File: src/rtl/fetch_queue_if.sv
// Fetch-to-decode handshake bundle for the instruction prefetch queue.
// master: fetch/decode side driving pushes and stall/flush; slave: the queue.
interface fetch_queue_if #(
    parameter int unsigned DEPTH = 4
) ();
    logic [31:0]             in_address;
    logic [31:0]             in_instruction;
    logic                    in_valid;
    logic                    in_ready;
    logic                    flush;
    logic                    stall;
    logic [31:0]             out_address;
    logic [31:0]             out_instruction;
    logic                    out_valid;
    logic [$clog2(DEPTH):0]  count;

    modport master (
        output in_address, in_instruction, in_valid, flush, stall,
        input  in_ready, out_address, out_instruction, out_valid, count
    );

    modport slave (
        input  in_address, in_instruction, in_valid, flush, stall,
        output in_ready, out_address, out_instruction, out_valid, count
    );
endinterface

File: src/rtl/fetch_queue.sv
// Instruction prefetch queue: circular buffer of {address, instruction} pairs,
// first-word-fall-through toward decode, flushed on branch redirect.
module fetch_queue #(
    parameter int unsigned DEPTH     = 4,
    parameter logic [31:0] NOP_INSTR = 32'h0000_0013
) (
    input logic          clock,
    input logic          reset,
    fetch_queue_if.slave bus
);
    localparam int unsigned PTR_W = $clog2(DEPTH);
    localparam int unsigned CNT_W = PTR_W + 1;

    logic [31:0]      addr_mem  [DEPTH];
    logic [31:0]      instr_mem [DEPTH];

    logic [PTR_W-1:0] rd_ptr_q, rd_ptr_d;
    logic [PTR_W-1:0] wr_ptr_q, wr_ptr_d;
    logic [CNT_W-1:0] count_q, count_d;
    logic [31:0]      hold_addr_q;

    logic             full;
    logic             empty;
    logic             push;
    logic             pop;

    // Handshake decode and pointer/occupancy next state; flush discards everything.
    always_comb begin
        full     = (count_q == CNT_W'(DEPTH));
        empty    = (count_q == '0);
        // Ready comes from the registered count only, so a full queue refuses
        // a push even if decode pops in the same cycle.
        push     = bus.in_valid & ~full & ~bus.flush;
        pop      = ~empty & ~bus.stall & ~bus.flush;
        rd_ptr_d = rd_ptr_q;
        wr_ptr_d = wr_ptr_q;
        count_d  = count_q;
        if (bus.flush) begin
            rd_ptr_d = '0;
            wr_ptr_d = '0;
            count_d  = '0;
        end else begin
            if (push) begin
                wr_ptr_d = wr_ptr_q + PTR_W'(1);
            end
            if (pop) begin
                rd_ptr_d = rd_ptr_q + PTR_W'(1);
            end
            unique case ({push, pop})
                2'b10:   count_d = count_q + CNT_W'(1);
                2'b01:   count_d = count_q - CNT_W'(1);
                default: count_d = count_q;
            endcase
        end
    end

    // Pointer and occupancy registers with synchronous reset.
    always_ff @(posedge clock) begin
        if (reset) begin
            rd_ptr_q <= '0;
            wr_ptr_q <= '0;
            count_q  <= '0;
        end else begin
            rd_ptr_q <= rd_ptr_d;
            wr_ptr_q <= wr_ptr_d;
            count_q  <= count_d;
        end
    end

    // Entry storage; no reset needed since count gates visibility.
    always_ff @(posedge clock) begin
        if (!reset && push) begin
            addr_mem[wr_ptr_q]  <= bus.in_address;
            instr_mem[wr_ptr_q] <= bus.in_instruction;
        end
    end

    // Remember the last presented head address so it stays put once empty.
    always_ff @(posedge clock) begin
        if (reset) begin
            hold_addr_q <= '0;
        end else if (!empty) begin
            hold_addr_q <= addr_mem[rd_ptr_q];
        end
    end

    // Zero-latency head presentation toward decode.
    always_comb begin
        bus.in_ready        = ~full;
        bus.out_valid       = ~empty;
        bus.count           = count_q;
        bus.out_address     = empty ? hold_addr_q : addr_mem[rd_ptr_q];
        bus.out_instruction = empty ? NOP_INSTR : instr_mem[rd_ptr_q];
    end
endmodule

File: src/flat_wrapper.sv
// flat-port wrapper written by rule: the top's interface ports become plain ports
module fetch_queue_flat 
#(
    parameter int unsigned DEPTH     = 4,
    parameter logic [31:0] NOP_INSTR = 32'h0000_0013
)
  (clock, reset, bus_in_address, bus_in_instruction, bus_in_valid, bus_flush, bus_stall, bus_in_ready, bus_out_address, bus_out_instruction, bus_out_valid, bus_count);
  fetch_queue_if #(.DEPTH(DEPTH)) bus_i ();
  input logic clock;
  input logic reset;
  input wire logic [$bits(bus_i.in_address)-1:0] bus_in_address;
  input wire logic [$bits(bus_i.in_instruction)-1:0] bus_in_instruction;
  input wire logic [$bits(bus_i.in_valid)-1:0] bus_in_valid;
  input wire logic [$bits(bus_i.flush)-1:0] bus_flush;
  input wire logic [$bits(bus_i.stall)-1:0] bus_stall;
  output wire logic [$bits(bus_i.in_ready)-1:0] bus_in_ready;
  output wire logic [$bits(bus_i.out_address)-1:0] bus_out_address;
  output wire logic [$bits(bus_i.out_instruction)-1:0] bus_out_instruction;
  output wire logic [$bits(bus_i.out_valid)-1:0] bus_out_valid;
  output wire logic [$bits(bus_i.count)-1:0] bus_count;
  assign bus_i.in_address = bus_in_address;
  assign bus_i.in_instruction = bus_in_instruction;
  assign bus_i.in_valid = bus_in_valid;
  assign bus_i.flush = bus_flush;
  assign bus_i.stall = bus_stall;
  assign bus_in_ready = bus_i.in_ready;
  assign bus_out_address = bus_i.out_address;
  assign bus_out_instruction = bus_i.out_instruction;
  assign bus_out_valid = bus_i.out_valid;
  assign bus_count = bus_i.count;
  fetch_queue #(.DEPTH(DEPTH), .NOP_INSTR(NOP_INSTR)) u_core (.clock(clock), .reset(reset), .bus(bus_i));
endmodule
File: config.mk
export PLATFORM = sky130hd
export DESIGN_NAME = fetch_queue_flat
export DESIGN_NICKNAME = d
export VERILOG_FILES = /design/src/rtl/fetch_queue_if.sv /design/src/rtl/fetch_queue.sv /design/src/flat_wrapper.sv
export SDC_FILE = /design/constraint.sdc
export NUM_CORES = 1
export LEC_CHECK = 0
export ABC_AREA = 1
export BUFFER_PORTS_ARGS = -buffer_cell sky130_fd_sc_hd__buf_2
export CAP_MARGIN = 0
export CELL_PAD_IN_SITES_DETAIL_PLACEMENT = 1
export CELL_PAD_IN_SITES_GLOBAL_PLACEMENT = 1
export CORE_AREA = 2 2 177 179
export CTS_CLUSTER_DIAMETER = 100
export DETAILED_ROUTE_END_ITERATION = 16
export DIE_AREA = 0 0 179 181
export GPL_TIMING_DRIVEN = 0
export HOLD_SLACK_MARGIN = 0.12
export MAX_ROUTING_LAYER = met4
export PLACE_DENSITY_LB_ADDON = 0.1
export SYNTH_ARGS = -nofsm -noshare
export SYNTH_HDL_FRONTEND = slang
export SYNTH_SLANG_ARGS = --single-unit
File: constraint.sdc
create_clock -name clock -period 5.4 [get_ports clock]
set_input_delay 0 -clock clock [delete_from_list [all_inputs] [get_ports clock]]
set_output_delay 0 -clock clock [all_outputs]
set_load 0.1 [all_outputs]
Word-level counts from Yosys, hierarchy flattened

Memories as Yosys holds them, arrays and structs flattened. A register that Yosys moved wholly into a read port is not among the register bits.
Index checks and enable logic that the tools add are counted.

Register bits after elaboration: 39
Memories kept: 2
Memory bits (writable): 256
Output and inout port bits: 69

Bitwise gates (word level): 8
Muxes and demuxes: 9
$add $sub $neg: 4
Reduce and logical (&&, ||, !) cells: 5
Equal/unequal tests: 3

Memories:

| name             | depth | width | read ports | clocked after Yosys merged registers in | wr ports | line              | text |
|---|---|---|---|---|---|---|---|
| u_core.addr_mem  | 4     | 32    | 1          | 1                                       | 1        | fetch_queue.sv:14 | `logic [31:0] addr_mem [DEPTH];` |
| u_core.instr_mem | 4     | 32    | 1          | 1                                       | 1        | fetch_queue.sv:15 | `logic [31:0] instr_mem [DEPTH];` |

Operator list:

| kind                  | number |
|---|---|
| $mux W32              | 2 |
| $mux W2               | 4 |
| $pmux W3 S2           | 1 |
| $add A2 B1 Y2 const B | 2 |
| $and A1 B1 Y1         | 4 |
| $not A1 Y1            | 4 |
| $add A3 B1 Y3 const B | 1 |
| $eq A3 B3 Y1 const B  | 1 |
| $logic_not A3 Y1      | 1 |
| $sub A3 B1 Y3 const B | 1 |
| $eq A2 B1 Y1 const B  | 1 |
| $eq A2 B2 Y1 const B  | 1 |
| $mux W1               | 2 |
| $reduce_bool A2 Y1    | 1 |
| $reduce_or A2 Y1      | 1 |
| $logic_and A1 B1 Y1   | 1 |
| $logic_not A1 Y1      | 1 |

Longest topological paths before layout

Gate-level depths: netlist of the first run.

Depth in word-level cells: 7
Gate-level depth with buffers: 13
Gate-level depth less buffers: 12

Worst setup path before layout of the first run

Ideal clock, no wire load.

Path type: reg-to-reg
Start: register u_core.count_q[0], in the netlist u_core.bus.count[0]
End: memory u_core.addr_mem[0][0] (enable)
Cell stages (with the launch flop): 5
Data required time: 4.914 ns
Buffers on the path: 0
Slack: 0.661 ns
Arrival time: 4.252 ns
Cells stage by stage: dfxtp_1 -> nor2_4 -> a21oi_1 -> nand2_1 -> nor2_1

Longest elaborated chain between the ends: 7

Ends and longest elaborated chain:

| item                          | line              | text |
|---|---|---|
| start, declared               | fetch_queue.sv:19 | `logic [CNT_W-1:0] count_q, count_d;` |
| start signal, assigned        | fetch_queue.sv:66 | `count_q <= count_d;` |
| $eq A3 B3 Y1                  | fetch_queue.sv:29 | `full = (count_q == CNT_W'(DEPTH));` |
| $not A1 Y1                    | fetch_queue.sv:33 | `push = bus.in_valid & ~full & ~bus.flush;` |
| $and A1 B1 Y1 (2 in series)   | fetch_queue.sv:33 |  |
| $logic_and A1 B1 Y1           | fetch_queue.sv:72 | `if (!reset && push) begin` |
| $mux W1                       | fetch_queue.sv:72 |  |
| $mux W1 (not written as such) | fetch_queue.sv:73 | `addr_mem[wr_ptr_q] <= bus.in_address;` |
| end, declared                 | fetch_queue.sv:14 |  |

No other way between the ends.

Worst setup path after layout of the first run

Start: register u_core.count_q[0], in the netlist u_core.bus.count[0]
End: memory u_core.addr_mem[0][4] (enable)

The elaborated chain is that of the path after synthesis.

==> results of run 1 <==
[cell type report]
| type | count | area, sq um | area share [%] |
|---|---|---|---|
| Sequential cell | 297 | 8510 | 55.6 |
| Multi-Input combinational cell | 591 | 2660 | 17.4 |
| Timing Repair Buffer | 219 | 1660 | 10.9 |
| Clock buffer | 51 | 998 | 6.52 |
| Inverter | 175 | 657 | 4.29 |
| Tap cell | 396 | 495 | 3.24 |
| Buffer | 55 | 289 | 1.89 |
| Clock inverter | 8 | 33.8 | 0.221 |
| Antenna cell | 2 | 5.00 | 0.0327 |
[sequential cells by signal, summed over array words and instances, names as in the netlist, named ones only]
| register | flops |
|---|---|
| u_core.addr_mem | 128 |
| u_core.bus.count | 3 |
| u_core.hold_addr_q | 32 |
| u_core.rd_ptr_q | 2 |
| u_core.instr_mem | 128 |
| u_core.wr_ptr_q | 2 |
[final timing paths]
check / startpoint / to
worst min register to register: u_core.hold_addr_q[30] / u_core.hold_addr_q[30]
worst min-delay path: bus_in_instruction[18] / u_core.instr_mem[2][18]
worst max register to register: u_core.bus.count[0] / u_core.addr_mem[0][4]
worst max-delay path: u_core.bus.count[0] / u_core.addr_mem[0][4]
[metrics by stage]
| step | setup slack, ps | cells | util (%) | TNS, ps |
|---|---|---|---|---|
| after CTS | 2590 | 1792 | 50.4 | 0 |
| after detailed placement | 2620 | 1662 | 44.7 | 0 |
| after global placement | -1350 | 1650 | 43.7 | -334600 |
| final | 2590 | 1794 | 50.4 | 0 |
| after global routing | 2370 | 1794 | 50.4 | 0 |
| after floorplan | 661 | 1118 | - | 0 |
[where the power goes]
part | leakage [nW] | switching (mW) | total [mW] | internal (mW)
clock | 0.504 | 0.876 | 2.15 | 1.27
combinational | 3.35 | 0.539 | 0.690 | 0.151
sequential | 2.65 | 0.0108 | 2.55 | 2.54
[kinds of logic after synthesis]
logic type / after synthesis / share of synthesized area [%]
and+or+nand+nor: 479 / 16.7
DFF: 297 / 70.4
buffers and inverters: 230 / 7.83
AOI/OAI and AO/OA: 106 / 4.39
adders and majority gates: 6 / 0.683
[layout by cell type (no fill, tap or decap), types with 4 or more instances in the layout]
master / count
nand2_1: 185
inv_1: 172
ha_1: 5
or2_1: 28
buf_16: 4
clkinv_1: 5
buf_12: 8
clkbuf_16: 37
clkbuf_1: 26
nand3_1: 99
a21oi_1: 42
o21ai_1: 46
nor2_1: 157
dfxtp_1: 41
o21ai_0: 18
nor2_4: 5
dlygate4sd3_1: 71
edfxtp_1: 256
buf_2: 160
buf_4: 11
[routing by layer]
metal	vias to the layer above	routed length (um)	GRT usage [%]
met3	54	1410	3.70
li1	4147	-	-
met2	178	15700	35.0
met1	4078	14000	25.7
met4	0	615	5.20
met5	-	0	-
[what timing repair did]
item                      in CTS  in global routing
buffers inserted               0                  0
hold endpoints to repair     267                  0
hold buffers                  71                  0
==> metrics, run 1 <==
outcome=finished, final reports clean; Clock Tree Root=clkbuf_16; crit path max fanout=19; CP bufs+invs=3; Synth Cell Area=12100 sq um; Placer Congestion=0.709; Ports=138; asr flop ratio synth=0%; CTS H-tree depth=2; DR iter-0 viols=396; synthesized flop and latch total=297; grt total ovfl=0; fillers=3266; Tot Pwr=5.39 mW; Tot GR Track Use=20.7%; Site Rows=64; TritonRoute pass-1 iters=4; Synth cell types=24; CTS tree=built; RSZ-0062 raised after global routing=false; Worst-path clk slew=60 ps; Max stage delay on crit path=670 ps; PostCTS Resize Cnt=0; Rel. slew slack=49.9%; Worst path depth=7; final setup vio count=0; ANT nets after route=0; Core Box Area=30300 sq um; HPWL Detailed=20100 um; Clock Sinks=297; final hold slack=244 ps; top-count cell post-synth=edfxtp_1; layout cell share with drive strength beyond 1=17.1%; Synth top area share=63.6%; Final Hold Fails=0; Area Overhead vs Synth=26.7%; Syn Area/Cell=10.8 sq um; largest net degree at the start of global routing=24; Main synth FF type=edfxtp_1; worst path required time=5610 ps; number of global-route vias before repair=8868; later-pin clock latency in the skew report=500 ps; startpoint types=register; slew at the pin closest to its max-slew limit=750 ps; Num CTS Buffers=35; f_max=356 MHz; cell family with the largest share of critical-path delay=simple AND/OR/NAND/NOR gates; wire length per cell=17.7 um; area leader, netlist=edfxtp_1; CP max-delay cell=nor2_4; Synth warnings=0; Max Root-Sink Buffers=3; clk_skew=8.76 ps; Design Area, Final=15300 sq um; Hold WC Path Type=primary input to register; kind of critical path=register to register; vias per cell=4.71; top cells by area, synth=edfxtp_1 64%, dfxtp_1 6.8%, nand2_1 5.7%; Peak VDD IR=0.000229 V; EDFF count, synth=256; reg2reg path depth=7; die height=181 um; Port-buffer cells=136; first-pass GRT wire length=49300 um; Pleak=6.50 nW; antenna violations before repair=2; Final Slew Violations=0; DR DRC count=0; worst reg2reg setup slack=2590 ps; Initial Util=39.8%; placed cell area=13600 sq um; cell breakdown of the critical path=nor2_4 > a21oi_1 > nand2_1 > nor2_4 > buf_12 > buf_16 > buf_16; nature of the critical path endpoint=register; vias=8457; min Tclk post-route=2810 ps; WP data arrival=3020 ps; Pwr per Cell Area=352 nW/um^2; Max-Cap Viols=0; hold path cells=2; Die W=179 um; Syn Inst Count=1118; Seq/Total Area, Yosys=70.4%; fin crit share=52.0%; Final nets=1449; die footprint=32400 sq um; DRT Wirelength=31700 um; top cells by count, synth=256 x edfxtp_1, 185 x nand2_1, 172 x inv_1, 161 x nor2_1, 99 x nand3_1; Mapped Nets=1193
Note: power is estimated with default switching activity, not from simulation.
==> run 2, diff against run 1 <==
--- a/config.mk
+++ b/config.mk
@@ -5,15 +5,15 @@
 export SDC_FILE = /design/constraint.sdc
 export NUM_CORES = 1
 export LEC_CHECK = 0
-export ABC_AREA = 1
+export ABC_AREA = 0
 export BUFFER_PORTS_ARGS = -buffer_cell sky130_fd_sc_hd__buf_2
 export CAP_MARGIN = 0
 export CELL_PAD_IN_SITES_DETAIL_PLACEMENT = 1
 export CELL_PAD_IN_SITES_GLOBAL_PLACEMENT = 1
-export CORE_AREA = 2 2 177 179
+export CORE_AREA = 2 2 171 173
 export CTS_CLUSTER_DIAMETER = 100
 export DETAILED_ROUTE_END_ITERATION = 16
-export DIE_AREA = 0 0 179 181
+export DIE_AREA = 0 0 173 175
 export GPL_TIMING_DRIVEN = 0
 export HOLD_SLACK_MARGIN = 0.12
 export MAX_ROUTING_LAYER = met4
==> constraint.sdc (replaced) <==
create_clock -name clock -period 2.59 [get_ports clock]
set_input_delay 0 -clock clock [delete_from_list [all_inputs] [get_ports clock]]
set_output_delay 0 -clock clock [all_outputs]
set_load 0.1 [all_outputs]
==> metrics, run 2 <==
DRT Wirelength=24400 um (-23%); Site Rows=62 (-3.1%); most frequent cells in the layout=256 x edfxtp_1, 119 x buf_2, 69 x dlygate4sd3_1; Synth cell types=29 (+21%); vias=5761 (-32%); XOR/XNOR Fraction of Synth Area=0.157% (+0.16 points); crit path max fanout=10 (-9); vias per cell=4.88 (+3.5%); Mapped Nets=604 (-49%); Ports=138 (unchanged); Num CTS Buffers=31 (-11%); met2 wire length=12600 um (-20%); critical register-to-register path startpoint=u_core.bus.count[2]; WP data arrival=2440 ps (-580 ps); Clock Tree Root=clkbuf_16; Worst-path clk slew=60 ps (about the same); top-count cell post-synth=edfxtp_1; end of the worst hold path=u_core.instr_mem[3][31]; slew at the pin closest to its max-slew limit=625 ps (-125 ps); Design Area, Final=14300 sq um (-6.5%); worst path required time=2590 ps (-3020 ps); ANT nets after route=0 (unchanged); DR DRC count=0 (unchanged); Synth top area share=68.7% (+5.1 points); startpoint types=register; Area Overhead vs Synth=28.0%; Core Box Area=28400 sq um (-6.4%); HPWL Detailed=14600 um (-27%); CTS H-tree depth=1 (-1); asr flop ratio synth=0% (unchanged); Simple-Gate Fraction of Synth Area=4.61% (-12 points); grt total ovfl=0 (unchanged); Port-buffer cells=137 (+0.74%); layout cell share with drive strength beyond 1=41.4% (+24 points); hold path cells=2 (unchanged); top cells by area, synth=edfxtp_1 69%, mux4_2 13%, dfxtp_1 7.3%; multi-input combinational cell area=2530 sq um (-4.7%); Synth Cell Area=11200 sq um (-7.4%); largest family of logic cells by synthesized area=multiplexers; Max Root-Sink Buffers=3 (unchanged); fillers=2641 (-19%); mux contribution to synthesized area=16.3% (+16 points); n_diodes=0 (-2); Final nets=848 (-41%); reg2reg path depth=8 (+1); Pleak=5.03 nW (-23%); TritonRoute pass-1 iters=4 (unchanged); kind of critical path=register to primary output; Worst R2R End=u_core.bus.count[2]; clk_skew=14.1 ps (+5.34 ps); Synth warnings=0 (unchanged); Hold WC Path Type=primary input to register; Synth Area in Compound Gates=0.559% (-3.8 points); f_max=409 MHz; Syn Area/Cell=21.1 sq um (+96%); number of global-route vias before repair=6569 (-26%); min Tclk post-route=2440 ps; HP Start=bus_in_instruction[31]; Final Slew Violations=0 (unchanged); final setup vio count=0 (unchanged); area leader, netlist=edfxtp_1; later-pin clock latency in the skew report=550 ps (+50 ps); Clock Sinks=297 (unchanged); EDFF count, synth=256 (unchanged); WL met1=10300 um (-26%); DR iter-0 viols=370 (-6.6%); Main synth FF type=edfxtp_1; Tot GR Track Use=16.9% (-3.8 points); Seq/Total Area, Yosys=76.0% (+5.6 points); RSZ-0062 raised after global routing=false; die height=175 um (-3.3%); Placer Congestion=0.708 (-0.13%); nature of the critical path endpoint=primary output; Max-Cap Viols=0 (unchanged); die footprint=30300 sq um (-6.6%); worst reg2reg setup slack=280 ps (-2310 ps); Top Metal Used=met4; fin crit share=94.3%; Peak VDD IR=0.000525 V (+130%); placed cell area=12500 sq um (-7.8%); largest net degree at the start of global routing=36 (+50%); Synth Area in Adders=0.738% (+0.055 points); Die W=173 um (-3.4%); Syn Inst Count=529 (-53%); final hold slack=204 ps (-40.4 ps); first-pass GRT wire length=38100 um (-23%); Final Hold Fails=0 (unchanged); largest registers=u_core.addr_mem (128), u_core.instr_mem (128), u_core.hold_addr_q (32); commonest non-fill, non-tap cell in the layout=edfxtp_1; Pwr per Cell Area=729 nW/um^2 (+110%); wire length per cell=20.7 um (+17%); CTS tree=built; sequential standard cell area=8510 sq um (about the same); Rel. slew slack=58.3% (+8.5 points); antenna violations before repair=0 (-2); DR WL met3=1190 um (-16%); synthesized flop and latch total=297 (unchanged); Initial Util=39.4% (-0.41 points); outcome=finished, final reports clean; top cells by count, synth=256 x edfxtp_1, 64 x mux4_2, 41 x dfxtp_1, 32 x nor2b_1, 29 x and2_1
run 2: changes by cell type after synthesis, sizes merged, moves of 32 or more:
cell,before,now
inv,175,9
nor2,162,5
nand3,99,2
nor2b,0,32
a21oi,42,7
nand2,186,0
mux4,0,64
o21ai,64,4
mux2,0,32
run 2: worst max path at each step:
| stage | start | to | slack (ps) |
|---|---|---|---|
| 2_1_floorplan | u_core.bus.count[2] | u_core.bus.count[2] | 140 |
| 3_3_place_gp | u_core.bus.count[2] | u_core.instr_mem[0][14] | -130 |
| 3_5_place_dp | u_core.bus.count[2] | u_core.bus.count[2] | 60 |
| 4_1_cts | register | bus_out_instruction[28] | 2 |
| 5_1_grt | register | bus_out_instruction[14] | 2 |
| 6_report | register | bus_out_instruction[19] | 150 |
run 2: metrics by stage:
step | std cells | total power [mW] | utilization [%] | setup slack [ps] | setup TNS [ps]
after floorplan | 529 | 5.91 | - | 137 | 0
after global placement | 1050 | 6.09 | 43.6 | -133 | -31630
after detailed placement | 1054 | 6.12 | 44.0 | 55.5 | 0
after CTS | 1181 | 10.6 | 50.2 | 1.82 | 0
after global routing | 1181 | 10.8 | 50.4 | 1.91 | 0
final | 1181 | 10.4 | 50.4 | 146 | 0
run 2: worst max-delay path, stage by stage, from the launching register on:
cell,delay [ps]
dfxtp_1,330
buf_6,200
buf_8,210
buf_8,190
mux4_2,510
and2_1,170
clkbuf_4,270
run 2: layout make-up:
cell class / count / share of cell area, %
timing repair buffer: 211 / 10.9
inverter: 9 / 0.236
multi-input combinational: 199 / 17.7
clock buffer: 48 / 6.63
sequential: 297 / 59.5
clock inverter: 9 / 0.481
tap: 384 / 3.36
buffer: 24 / 1.28
run 2: routing by layer:
| metal | track usage (%) | vias up |
|---|---|---|
| li1 | - | 2586 |
| met1 | 20.9 | 3016 |
| met2 | 29.1 | 132 |
| met3 | 3.42 | 27 |
| met4 | 3.46 | 0 |
| met5 | - | - |
run 2: logic make-up after synthesis:
family / after synthesis
adder cells (fa/ha/maj): 6
XOR/XNOR: 2
buffers and inverters: 33
AO/OA/AOI/OAI: 12
multiplexers: 96
AND/OR/NAND/NOR: 83
flip-flops: 297
run 2: what timing repair did:
action,in CTS,in global routing
setup buffers,1,0
setup endpoints to repair,56,31
endpoints found under the hold margin,267,0
hold buffers,69,0
pin swaps,1,0
resized for setup,17,32
run 2: where the power goes:
part	switching [mW]	total (mW)	internal (mW)
clock network	1.74	4.34	2.60
registers	0.0163	5.27	5.25
logic	0.577	0.835	0.258
==> run 3, diff against run 2 <==
--- a/config.mk
+++ b/config.mk
@@ -14,7 +14,7 @@
 export CTS_CLUSTER_DIAMETER = 100
 export DETAILED_ROUTE_END_ITERATION = 16
 export DIE_AREA = 0 0 173 175
-export GPL_TIMING_DRIVEN = 0
+export GPL_TIMING_DRIVEN = 1
 export HOLD_SLACK_MARGIN = 0.12
 export MAX_ROUTING_LAYER = met4
 export PLACE_DENSITY_LB_ADDON = 0.1
==> constraint.sdc (replaced) <==
create_clock -name clock -period 2.59 [get_ports clock]
set_input_delay 0.3885 -clock clock [delete_from_list [all_inputs] [get_ports clock]]
set_output_delay 0.3885 -clock clock [all_outputs]
set_load 0.1 [all_outputs]
==> metrics, run 3 (synthesis results as in run 2) <==
outcome=finished, final reports clean; Ports=138 (unchanged); antenna violations before repair=0 (unchanged); Final Hold Fails=0 (unchanged); fin crit share=98.6% (+4.2 points); vias per cell=4.93 (+0.99%); slew at the pin closest to its max-slew limit=493 ps (-132 ps); fillers=2592 (-1.9%); Peak VDD IR=0.000505 V (-3.8%); Rel. slew slack=67.4% (+9.0 points); die footprint=30300 sq um (unchanged); Max Root-Sink Buffers=3 (unchanged); die height=175 um (unchanged); min Tclk post-route=2550 ps (+110 ps); DR iter-0 viols=291 (-21%); end of the worst hold path=u_core.addr_mem[0][14]; Max-Cap Viols=0 (unchanged); most frequent cells in the layout=256 x edfxtp_1, 73 x buf_2, 64 x mux4_2; largest registers=u_core.addr_mem (128), u_core.instr_mem (128), u_core.hold_addr_q (32); Clock Tree Root=clkbuf_16; nature of the critical path endpoint=primary output; HP Start=bus_in_address[14]; CTS H-tree depth=2 (+1); Initial Util=39.4% (unchanged); Worst R2R End=u_core.bus.count[2]; f_max=392 MHz (-4.3%); Area Overhead vs Synth=36.0%; clk_skew=17.2 ps (+3.12 ps); DRT Wirelength=24700 um (+1.2%); Site Rows=62 (unchanged); TritonRoute pass-1 iters=5 (+1); Placer Congestion=0.696 (-1.8%); CTS tree=built; Clock Sinks=297 (unchanged); Pleak=5.22 nW (+3.9%); Pwr per Cell Area=700 nW/um^2 (-4.0%); grt total ovfl=0 (unchanged); Tot GR Track Use=16.6% (-0.31 points); worst path required time=2200 ps (-390 ps); DR DRC count=0 (unchanged); RSZ-0062 raised after global routing=true; Hold WC Path Type=primary input to register; wire length per cell=20.9 um (+1.2%); final setup vio count=0 (unchanged); kind of critical path=register to primary output; HPWL Detailed=13600 um (-7.2%); commonest non-fill, non-tap cell in the layout=edfxtp_1; Final nets=847 (-0.12%); crit path max fanout=6 (-4); final worst slack=36.8 ps (-110 ps); largest net degree at the start of global routing=65 (+81%); WP data arrival=2160 ps (-280 ps); Num CTS Buffers=34 (+9.7%); Final Slew Violations=0 (unchanged); first-pass GRT wire length=37300 um (-2.2%); ANT nets after route=0 (unchanged); worst reg2reg setup slack=320 ps (+40 ps); hold path cells=1 (-1); vias=5818 (+0.99%); n_diodes=0 (unchanged); Port-buffer cells=137 (unchanged); multi-input combinational cell area=2620 sq um (+3.5%); number of global-route vias before repair=6451 (-1.8%); sequential standard cell area=8520 sq um (about the same); Core Box Area=28400 sq um (unchanged); startpoint types=register; reg2reg path depth=8 (unchanged); Tot Pwr=10.6 mW (+2.0%); layout cell share with drive strength beyond 1=41.7% (+0.25 points); later-pin clock latency in the skew report=500 ps (-50 ps); pre-CTS setup slack=422 ps (+366 ps); Die W=173 um (unchanged); critical register-to-register path startpoint=u_core.bus.count[2]; Worst-path clk slew=60 ps (about the same)
## run 3: area by class of cell
cell class	count	area share, %
Clock buffer	50	6.47
Clock inverter	11	0.296
Inverter	9	0.222
Multi-Input combinational cell	199	17.2
Sequential cell	297	56.0
Tap cell	384	3.16
Timing Repair Buffer	231	16.6
## run 3: power by group
part / internal (mW) / switching, mW / leakage, nW
clock network: 2.63 / 1.76 / 0.502
registers: 5.25 / 0.0175 / 2.65
logic: 0.388 / 0.603 / 2.07
## run 3: repair_timing
action | CTS | global route
resized for setup | 65 | 54
hold buffers | 63 | 0
endpoints found under the setup margin | 43 | 42
setup buffers | 0 | 6
gates cloned | 0 | 7
hold endpoints to repair | 252 | 0
## run 3: how the worst max path moves through the flow
| stage | from | end | slack [ps] | cells after the start |
|---|---|---|---|---|
| 2_1_floorplan | u_core.bus.count[0] | bus_out_instruction[22] | -100 | 5 |
| 3_3_place_gp | register | bus_out_instruction[1] | 420 | 4 |
| 3_5_place_dp | register | bus_out_instruction[0] | 420 | 4 |
| 4_1_cts | register | bus_out_address[27] | -30 | 4 |
| 5_1_grt | register | bus_out_address[5] | -30 | 5 |
| 6_report | register | bus_out_address[5] | 40 | 5 |
## run 3: through the flow
step                cells  utilization (%)  hold WS (ps)  setup TNS [ps]  instance area, sq um
global route         1181             53.6           127            -113                 15200
floorplan             529                -           455            -864                 11200
detailed placement   1044             45.4           474               0                 12900
CTS                  1168             52.0           121            -107                 14800
finish               1181             53.6           159               0                 15200
global placement     1044             45.4           465               0                 12900
## run 3: routing by layer
| layer | part of all wire, % | wire (um) | global-route usage, % |
|---|---|---|---|
| met1 | 43 | 10500 | 20.4 |
| met2 | 51 | 12500 | 27.8 |
| met3 | 4.9 | 1210 | 3.85 |
| met5 | 0 | 0 | - |
| met4 | 1.8 | 445 | 4.38 |
## run 3: worst max-delay path, stage by stage, from the launching register on
cell and delay (ps):
dfxtp_4 370, buf_12 160, buf_16 150, mux4_2 520, mux2_4 300, buf_12 170
